<file path="src/rtl/cp0_pkg.sv">
// Shared CP0 constants: register numbers, exception codes, field positions, handler address.
package cp0_pkg;

  localparam logic [4:0] RegSr    = 5'd12;
  localparam logic [4:0] RegCause = 5'd13;
  localparam logic [4:0] RegEpc   = 5'd14;
  localparam logic [4:0] RegPrid  = 5'd15;

  localparam logic [4:0] ExcInt     = 5'd0;
  localparam logic [4:0] ExcAdEL    = 5'd4;
  localparam logic [4:0] ExcAdES    = 5'd5;
  localparam logic [4:0] ExcSyscall = 5'd8;
  localparam logic [4:0] ExcRI      = 5'd10;
  localparam logic [4:0] ExcOv      = 5'd12;

  localparam int unsigned ImLsb  = 10;
  localparam int unsigned ImMsb  = 15;
  localparam int unsigned ExlBit = 1;
  localparam int unsigned IeBit  = 0;
  localparam int unsigned BdBit  = 31;
  localparam int unsigned IpLsb  = 10;
  localparam int unsigned IpMsb  = 15;
  localparam int unsigned ExcLsb = 2;
  localparam int unsigned ExcMsb = 6;

  localparam logic [31:0] HandlerAddr = 32'h0000_4180;

  function automatic logic [31:0] sr_pack(input logic [5:0] im, input logic exl, input logic ie);
    logic [31:0] v;
    v = '0;
    v[ImMsb:ImLsb] = im;
    v[ExlBit]      = exl;
    v[IeBit]       = ie;
    return v;
  endfunction

  function automatic logic [31:0] cause_pack(input logic bd, input logic [5:0] ip,
                                             input logic [4:0] exc);
    logic [31:0] v;
    v = '0;
    v[BdBit]         = bd;
    v[IpMsb:IpLsb]   = ip;
    v[ExcMsb:ExcLsb] = exc;
    return v;
  endfunction

endpackage

</file>
<file path="src/rtl/cp0_if.sv">
// M-stage <-> CP0 signal bundle; master is the pipeline side, slave is cp0.
interface cp0_if;
  logic [31:0] M_PC;
  logic [4:0]  M_EXCcode;
  logic        M_Delayslot;
  logic [5:0]  HWInt;
  logic        WrEn;
  logic [4:0]  Addr;
  logic [31:0] WData;
  logic        EXLClr;
  logic [31:0] RData;
  logic [31:0] EPCOut;
  logic        Req;

  modport master (
    output M_PC, M_EXCcode, M_Delayslot, HWInt, WrEn, Addr, WData, EXLClr,
    input  RData, EPCOut, Req
  );

  modport slave (
    input  M_PC, M_EXCcode, M_Delayslot, HWInt, WrEn, Addr, WData, EXLClr,
    output RData, EPCOut, Req
  );
endinterface

</file>
<file path="src/rtl/cp0_req_gen.sv">
// Combinational interrupt/exception request generation and ExcCode selection.
module cp0_req_gen
  import cp0_pkg::*;
(
  input  logic       i_rst_n,
  input  logic       i_ie,
  input  logic       i_exl,
  input  logic [5:0] i_im,
  input  logic [5:0] i_hw_int,
  input  logic [4:0] i_exc_code,
  output logic       o_int_req,
  output logic       o_req,
  output logic [4:0] o_exc_sel
);
  logic w_exc_req;

  assign o_int_req = i_ie & ~i_exl & (|(i_hw_int & i_im));
  assign w_exc_req = ~i_exl & (i_exc_code != ExcInt);
  // Gated by reset so Req drops the instant reset asserts, even with a pending code.
  assign o_req     = i_rst_n & (o_int_req | w_exc_req);
  assign o_exc_sel = o_int_req ? ExcInt : i_exc_code;
endmodule

</file>
<file path="src/rtl/cp0.sv">
// CP0 register file (SR/Cause/EPC) with exception capture; CP0_PRID_EN enables PRId at reg 15.
module cp0
  import cp0_pkg::*;
#(
  parameter logic [31:0] PRID = 32'h0000_0007
) (
  input logic    clk,
  input logic    reset,
  cp0_if.slave   bus
);
  logic [5:0]  r_im, w_im_nxt;
  logic        r_exl, w_exl_nxt;
  logic        r_ie, w_ie_nxt;
  logic        r_bd, w_bd_nxt;
  logic [5:0]  r_ip;
  logic [4:0]  r_exc, w_exc_nxt;
  logic [31:0] r_epc, w_epc_nxt;
  logic        w_int_req;
  logic        w_req;
  logic [4:0]  w_exc_sel;
  logic [31:0] w_rdata;

  cp0_req_gen u_req_gen (
    .i_rst_n    (reset),
    .i_ie       (r_ie),
    .i_exl      (r_exl),
    .i_im       (r_im),
    .i_hw_int   (bus.HWInt),
    .i_exc_code (bus.M_EXCcode),
    .o_int_req  (w_int_req),
    .o_req      (w_req),
    .o_exc_sel  (w_exc_sel)
  );

  always_comb begin
    w_im_nxt  = r_im;
    w_exl_nxt = r_exl;
    w_ie_nxt  = r_ie;
    w_bd_nxt  = r_bd;
    w_exc_nxt = r_exc;
    w_epc_nxt = r_epc;
    if (w_req) begin
      w_exl_nxt = 1'b1;
      w_bd_nxt  = bus.M_Delayslot;
      w_exc_nxt = w_exc_sel;
      w_epc_nxt = bus.M_Delayslot ? bus.M_PC - 32'd4 : bus.M_PC;
    end else begin
      if (bus.WrEn) begin
        case (bus.Addr)
          RegSr: begin
            w_im_nxt  = bus.WData[ImMsb:ImLsb];
            w_exl_nxt = bus.WData[ExlBit];
            w_ie_nxt  = bus.WData[IeBit];
          end
          RegEpc:  w_epc_nxt = bus.WData;
          default: ;
        endcase
      end
      // eret clear is applied after any same-cycle SR write.
      if (bus.EXLClr) w_exl_nxt = 1'b0;
    end
  end

  always_ff @(posedge clk or negedge reset) begin
    if (!reset) begin
      r_im  <= '0;
      r_exl <= 1'b0;
      r_ie  <= 1'b0;
      r_bd  <= 1'b0;
      r_ip  <= '0;
      r_exc <= '0;
      r_epc <= '0;
    end else begin
      r_im  <= w_im_nxt;
      r_exl <= w_exl_nxt;
      r_ie  <= w_ie_nxt;
      r_bd  <= w_bd_nxt;
      r_ip  <= bus.HWInt;
      r_exc <= w_exc_nxt;
      r_epc <= w_epc_nxt;
    end
  end

  always_comb begin
    w_rdata = '0;
    case (bus.Addr)
      RegSr:    w_rdata = sr_pack(r_im, r_exl, r_ie);
      RegCause: w_rdata = cause_pack(r_bd, r_ip, r_exc);
      RegEpc:   w_rdata = r_epc;
`ifdef CP0_PRID_EN
      RegPrid:  w_rdata = PRID;
`endif
      default:  ;
    endcase
  end

`ifndef CP0_PRID_EN
  logic w_unused_prid;
  assign w_unused_prid = ^PRID;
`endif

  assign bus.RData  = w_rdata;
  assign bus.EPCOut = r_epc;
  assign bus.Req    = w_req;
endmodule

</file>
<file path="src/flat_wrapper.sv">
// flat-port wrapper written by rule: the top's interface ports become plain ports
module cp0_flat import cp0_pkg::*;
#(
  parameter logic [31:0] PRID = 32'h0000_0007
)
  (clk, reset, bus_M_PC, bus_M_EXCcode, bus_M_Delayslot, bus_HWInt, bus_WrEn, bus_Addr, bus_WData, bus_EXLClr, bus_RData, bus_EPCOut, bus_Req);
  cp0_if bus_i ();
  input logic clk;
  input logic reset;
  input wire logic [$bits(bus_i.M_PC)-1:0] bus_M_PC;
  input wire logic [$bits(bus_i.M_EXCcode)-1:0] bus_M_EXCcode;
  input wire logic [$bits(bus_i.M_Delayslot)-1:0] bus_M_Delayslot;
  input wire logic [$bits(bus_i.HWInt)-1:0] bus_HWInt;
  input wire logic [$bits(bus_i.WrEn)-1:0] bus_WrEn;
  input wire logic [$bits(bus_i.Addr)-1:0] bus_Addr;
  input wire logic [$bits(bus_i.WData)-1:0] bus_WData;
  input wire logic [$bits(bus_i.EXLClr)-1:0] bus_EXLClr;
  output wire logic [$bits(bus_i.RData)-1:0] bus_RData;
  output wire logic [$bits(bus_i.EPCOut)-1:0] bus_EPCOut;
  output wire logic [$bits(bus_i.Req)-1:0] bus_Req;
  assign bus_i.M_PC = bus_M_PC;
  assign bus_i.M_EXCcode = bus_M_EXCcode;
  assign bus_i.M_Delayslot = bus_M_Delayslot;
  assign bus_i.HWInt = bus_HWInt;
  assign bus_i.WrEn = bus_WrEn;
  assign bus_i.Addr = bus_Addr;
  assign bus_i.WData = bus_WData;
  assign bus_i.EXLClr = bus_EXLClr;
  assign bus_RData = bus_i.RData;
  assign bus_EPCOut = bus_i.EPCOut;
  assign bus_Req = bus_i.Req;
  cp0 #(.PRID(PRID)) u_core (.clk(clk), .reset(reset), .bus(bus_i));
endmodule
</file>
<file path="config.mk">
export PLATFORM = sky130hd
export DESIGN_NAME = cp0_flat
export DESIGN_NICKNAME = d
export VERILOG_FILES = /design/src/rtl/cp0_pkg.sv /design/src/rtl/cp0_if.sv /design/src/rtl/cp0_req_gen.sv /design/src/rtl/cp0.sv /design/src/flat_wrapper.sv
export SDC_FILE = /design/constraint.sdc
export NUM_CORES = 1
export LEC_CHECK = 0
export CORE_MARGIN = 1.5
export CORE_UTILIZATION = 42
export DETAILED_ROUTE_END_ITERATION = 7
export PLACE_DENSITY_LB_ADDON = 0.15
export SLEW_MARGIN = 25
export SYNTH_ARGS = -nofsm -noshare
export SYNTH_HDL_FRONTEND = slang
export SYNTH_HIERARCHICAL = 1
export SYNTH_SLANG_ARGS = --single-unit
</file>
<file path="constraint.sdc">
create_clock -name clk -period 2.75 [get_ports clk]
set_input_delay 0.6875 -clock clk [delete_from_list [all_inputs] [get_ports clk]]
set_output_delay 0.6875 -clock clk [all_outputs]
set_load 0.02 [all_outputs]
</file>
==> impl_metrics.env, run 1 <==
export IMPL_status="finished clean"
export IMPL_grt_first_pass_wirelength_um=17400
export IMPL_drv_slew=0
export IMPL_gp_congestion=0.835
export IMPL_worst_slew_pin_slew_ns=0.669
export IMPL_layout_drive_gt1_share=0.239
export IMPL_syn_avg_cell_area_um2=9.53
export IMPL_hp_class="reg2reg"
export IMPL_fin_skew_ns=0.0125
export IMPL_ys_warn_count=6
export IMPL_period_share=0.984
export IMPL_finalHoldViolCount=0
export IMPL_place_area_um2=5130
export IMPL_dieWidth_um=91.1
export IMPL_yosysTopAreaCellShare=0.399
export IMPL_ir_drop_v=0.000280
export IMPL_ioPinCount=150
export IMPL_syn_nets=428
export IMPL_min_period_ns=2.71
export IMPL_cts_root_buf="clkbuf_8"
export IMPL_fin_util=0.723
export IMPL_final_antenna_net_count=0
export IMPL_cts_tree="yes"
export IMPL_synth_area_leaders="dfrtp_1 (40%), a211oi_1 (6.2%), and3_1 (5.4%)"
export IMPL_antenna_cells=0
export IMPL_dr_total_vias=3529
export IMPL_worstSetupPathType="in2out"
export IMPL_drc=0
export IMPL_seq_area_frac_synth=0.399
export IMPL_wire_per_inst_um=17.4
export IMPL_cts_hold_buf=0
export IMPL_synth_distinct_cells=44
export IMPL_start_util=0.442
export IMPL_die_area_um2=8290
export IMPL_clock_sinks=52
export IMPL_setup_viol=0
export IMPL_die_h_um=91.1
export IMPL_yosys_top_cells_count="dfrtp_1 (52), and3_1 (28), a211oi_1 (27)"
export IMPL_crit_path_end_kind="primary output"
export IMPL_rows=31
export IMPL_port_buffers=149
export IMPL_synth_cell_area_um2=3260
export IMPL_clk_latency_ns=0.31
export IMPL_core_area_um2=7370
export IMPL_clk_pin_slew_worst_paths_ns=0.10
export IMPL_p_per_area_nw_per_um2=466
export IMPL_grt_pass1_vias=3494
export IMPL_synth_seq_cells=52
export IMPL_dp_hpwl_um=7680
export IMPL_synth_largest_area_cell="dfrtp_1"
export IMPL_finalNetCount=609
export IMPL_drtIter0Drc=160
export IMPL_tns_ns=0
export IMPL_grt_max_degree=53
export IMPL_area_growth_pct=63.6
export IMPL_cp_max_fo=8
export IMPL_routed_via_density=5.66
export IMPL_p_leak_uw=0.00227
export IMPL_finalPower_uw=2480
export IMPL_start_kind="input pin"
export IMPL_slew_headroom=0.554
export IMPL_cts_buffers=5
export IMPL_cap_viol_max_count=0
export IMPL_htree_levels=2
export IMPL_clockBufferDepth=2
export IMPL_final_cell_area_um2=5330
export IMPL_synth_cells=342
export IMPL_max_freq_mhz=369
export IMPL_rsz0062_at_grt="false"
export IMPL_synth_enable_flop_cells=0
export IMPL_cp_arrival_ns=2.02
export IMPL_dr_pass1_iters=4
export IMPL_wirelength_um=10800
export IMPL_grtUsageTotal=0.263
export IMPL_antenna_found_initial=0
export IMPL_synthFlopType="dfrtp_1"
export IMPL_synth_most_common_cell="dfrtp_1"
export IMPL_critPathRequiredTime_ns=2.06
export IMPL_async_reset_ff_frac=1.00
export IMPL_overflow=0
-- layer usage --
| layer | wire length, um | vias up | track usage | share of wire |
|---|---|---|---|---|
| met2 | 5310 | 136 | 0.448 | 0.49 |
| li1 | - | 1683 | - | - |
| met1 | 4800 | 1706 | 0.356 | 0.44 |
| met3 | 627 | 4 | 0.0335 | 0.058 |
| met4 | 70 | 0 | 0.0599 | 0.0065 |
| met5 | 0 | - | 0 | 0 |
-- report_power, final --
group	leakage (uW)	switching (uW)	internal (uW)
clock network	0.0000463	280	188
registers	0.000602	142	926
logic	0.00162	442	506
total	0.00227	865	1620
-- cells in the final DEF (no fill, tap or decap), drive strengths merged, types with 5 or more instances in the layout --
cell             n
dfrtp           52
inv              5
nor2             8
a211oi          27
clkdlybuf4s50  110
dlygate4sd2      5
a31oi           20
o31ai           12
or4             14
and3            28
clkbuf           5
xor2             7
a22o             8
buf             84
or3             11
o21ai           18
mux2i           12
nand2           16
a21oi            8
mux2            13
and2            18
nor2b            5
-- cell type report --
type                            instances  area (um2)
Timing Repair Buffer                  203        1950
Fill cell                             577        2040
Sequential cell                        52        1300
Clock inverter                          3        27.5
Clock buffer                            5        68.8
Multi-Input combinational cell        257        1840
Inverter                                4        15.0
Tap cell                               99         124
-- critical path, cell delays in order --
cell	delay, ns
dlygate4sd2_1	0.24
and3b_1	0.24
and3_4	0.21
buf_6	0.12
buf_12	0.10
buf_16	0.12
nand2_1	0.05
o21ai_0	0.06
buf_2	0.18
-- what timing repair did --
action                     in CTS  in global routing
setup endpoints to repair      33                 13
buffers inserted                4                  0
pin swaps                       4                  0
cloned                          3                  0
gates resized for setup       175                  4
-- registers in the layout, summed over array words and instances (netlist names) --
| signal | count |
|---|---|
| u_core/r_im | 6 |
| u_core/r_exc | 5 |
| u_core/bus.EPCOut | 32 |
| u_core/r_bd | 1 |
| u_core/r_ip | 6 |
| u_core/r_exl | 1 |
| u_core/r_ie | 1 |
-- final timing paths --
path / startpoint / endpoint / slack, ns / cells past startpoint
worst max-delay path: bus_Addr[4] / bus_RData[15] / 0.04 / 9
worst min-delay path: u_core/r_exc[1] / u_core/r_exc[1] / 0.52 / 1
worst max register to register: u_core/r_im[1] / u_core/bus.EPCOut[18] / 0.64 / 8
worst min register to register: u_core/r_exc[1] / u_core/r_exc[1] / 0.52 / 1
max in group asynchronous: reset / u_core/r_exc[0] / 1.76 / 2
min in group asynchronous: reset / u_core/r_ip[5] / 0.53 / 2
-- cells by family after synthesis --
| logic type | share of synthesized area |
|---|---|
| DFF | 0.399 |
| adders and majority gates | 0.00384 |
| AOI/OAI and AO/OA | 0.214 |
| and+or+nand+nor | 0.236 |
| buffers and inverters | 0.0411 |
| muxes | 0.0818 |
| xor gates and xnor gates | 0.0242 |
-- per-stage QoR --
| stage | hold WS, ns | cells | worst slack [ns] |
|---|---|---|---|
| global route | 0.553 | 623 | 0.00254 |
| CTS | 0.521 | 623 | 0.0380 |
| detailed placement | 0.497 | 608 | -0.487 |
| floorplan | 0.392 | 342 | 0.0299 |
| global placement | 0.493 | 608 | -0.424 |
| finish | 0.520 | 623 | 0.0427 |
No activity file was read; power rests on OpenSTA's default activity.
==> inputs of run 2 (changes only) <==
--- a/config.mk
+++ b/config.mk
@@ -7,6 +7,7 @@
 export LEC_CHECK = 0
 export CORE_MARGIN = 1.5
 export CORE_UTILIZATION = 42
+export CTS_CLUSTER_DIAMETER = 150
 export DETAILED_ROUTE_END_ITERATION = 7
 export PLACE_DENSITY_LB_ADDON = 0.15
 export SLEW_MARGIN = 25
==> results of run 2 <==
The final DEF is identical to that of run 1; final timing and power are the same.
==> inputs of run 3 (changes only) <==
--- a/config.mk
+++ b/config.mk
@@ -10,7 +10,7 @@
 export CTS_CLUSTER_DIAMETER = 150
 export DETAILED_ROUTE_END_ITERATION = 7
 export PLACE_DENSITY_LB_ADDON = 0.15
-export SLEW_MARGIN = 25
+export SLEW_MARGIN = 5
 export SYNTH_ARGS = -nofsm -noshare
 export SYNTH_HDL_FRONTEND = slang
 export SYNTH_HIERARCHICAL = 1
==> results of run 3 <==
The final DEF is identical to that of run 1; final timing and power are the same.
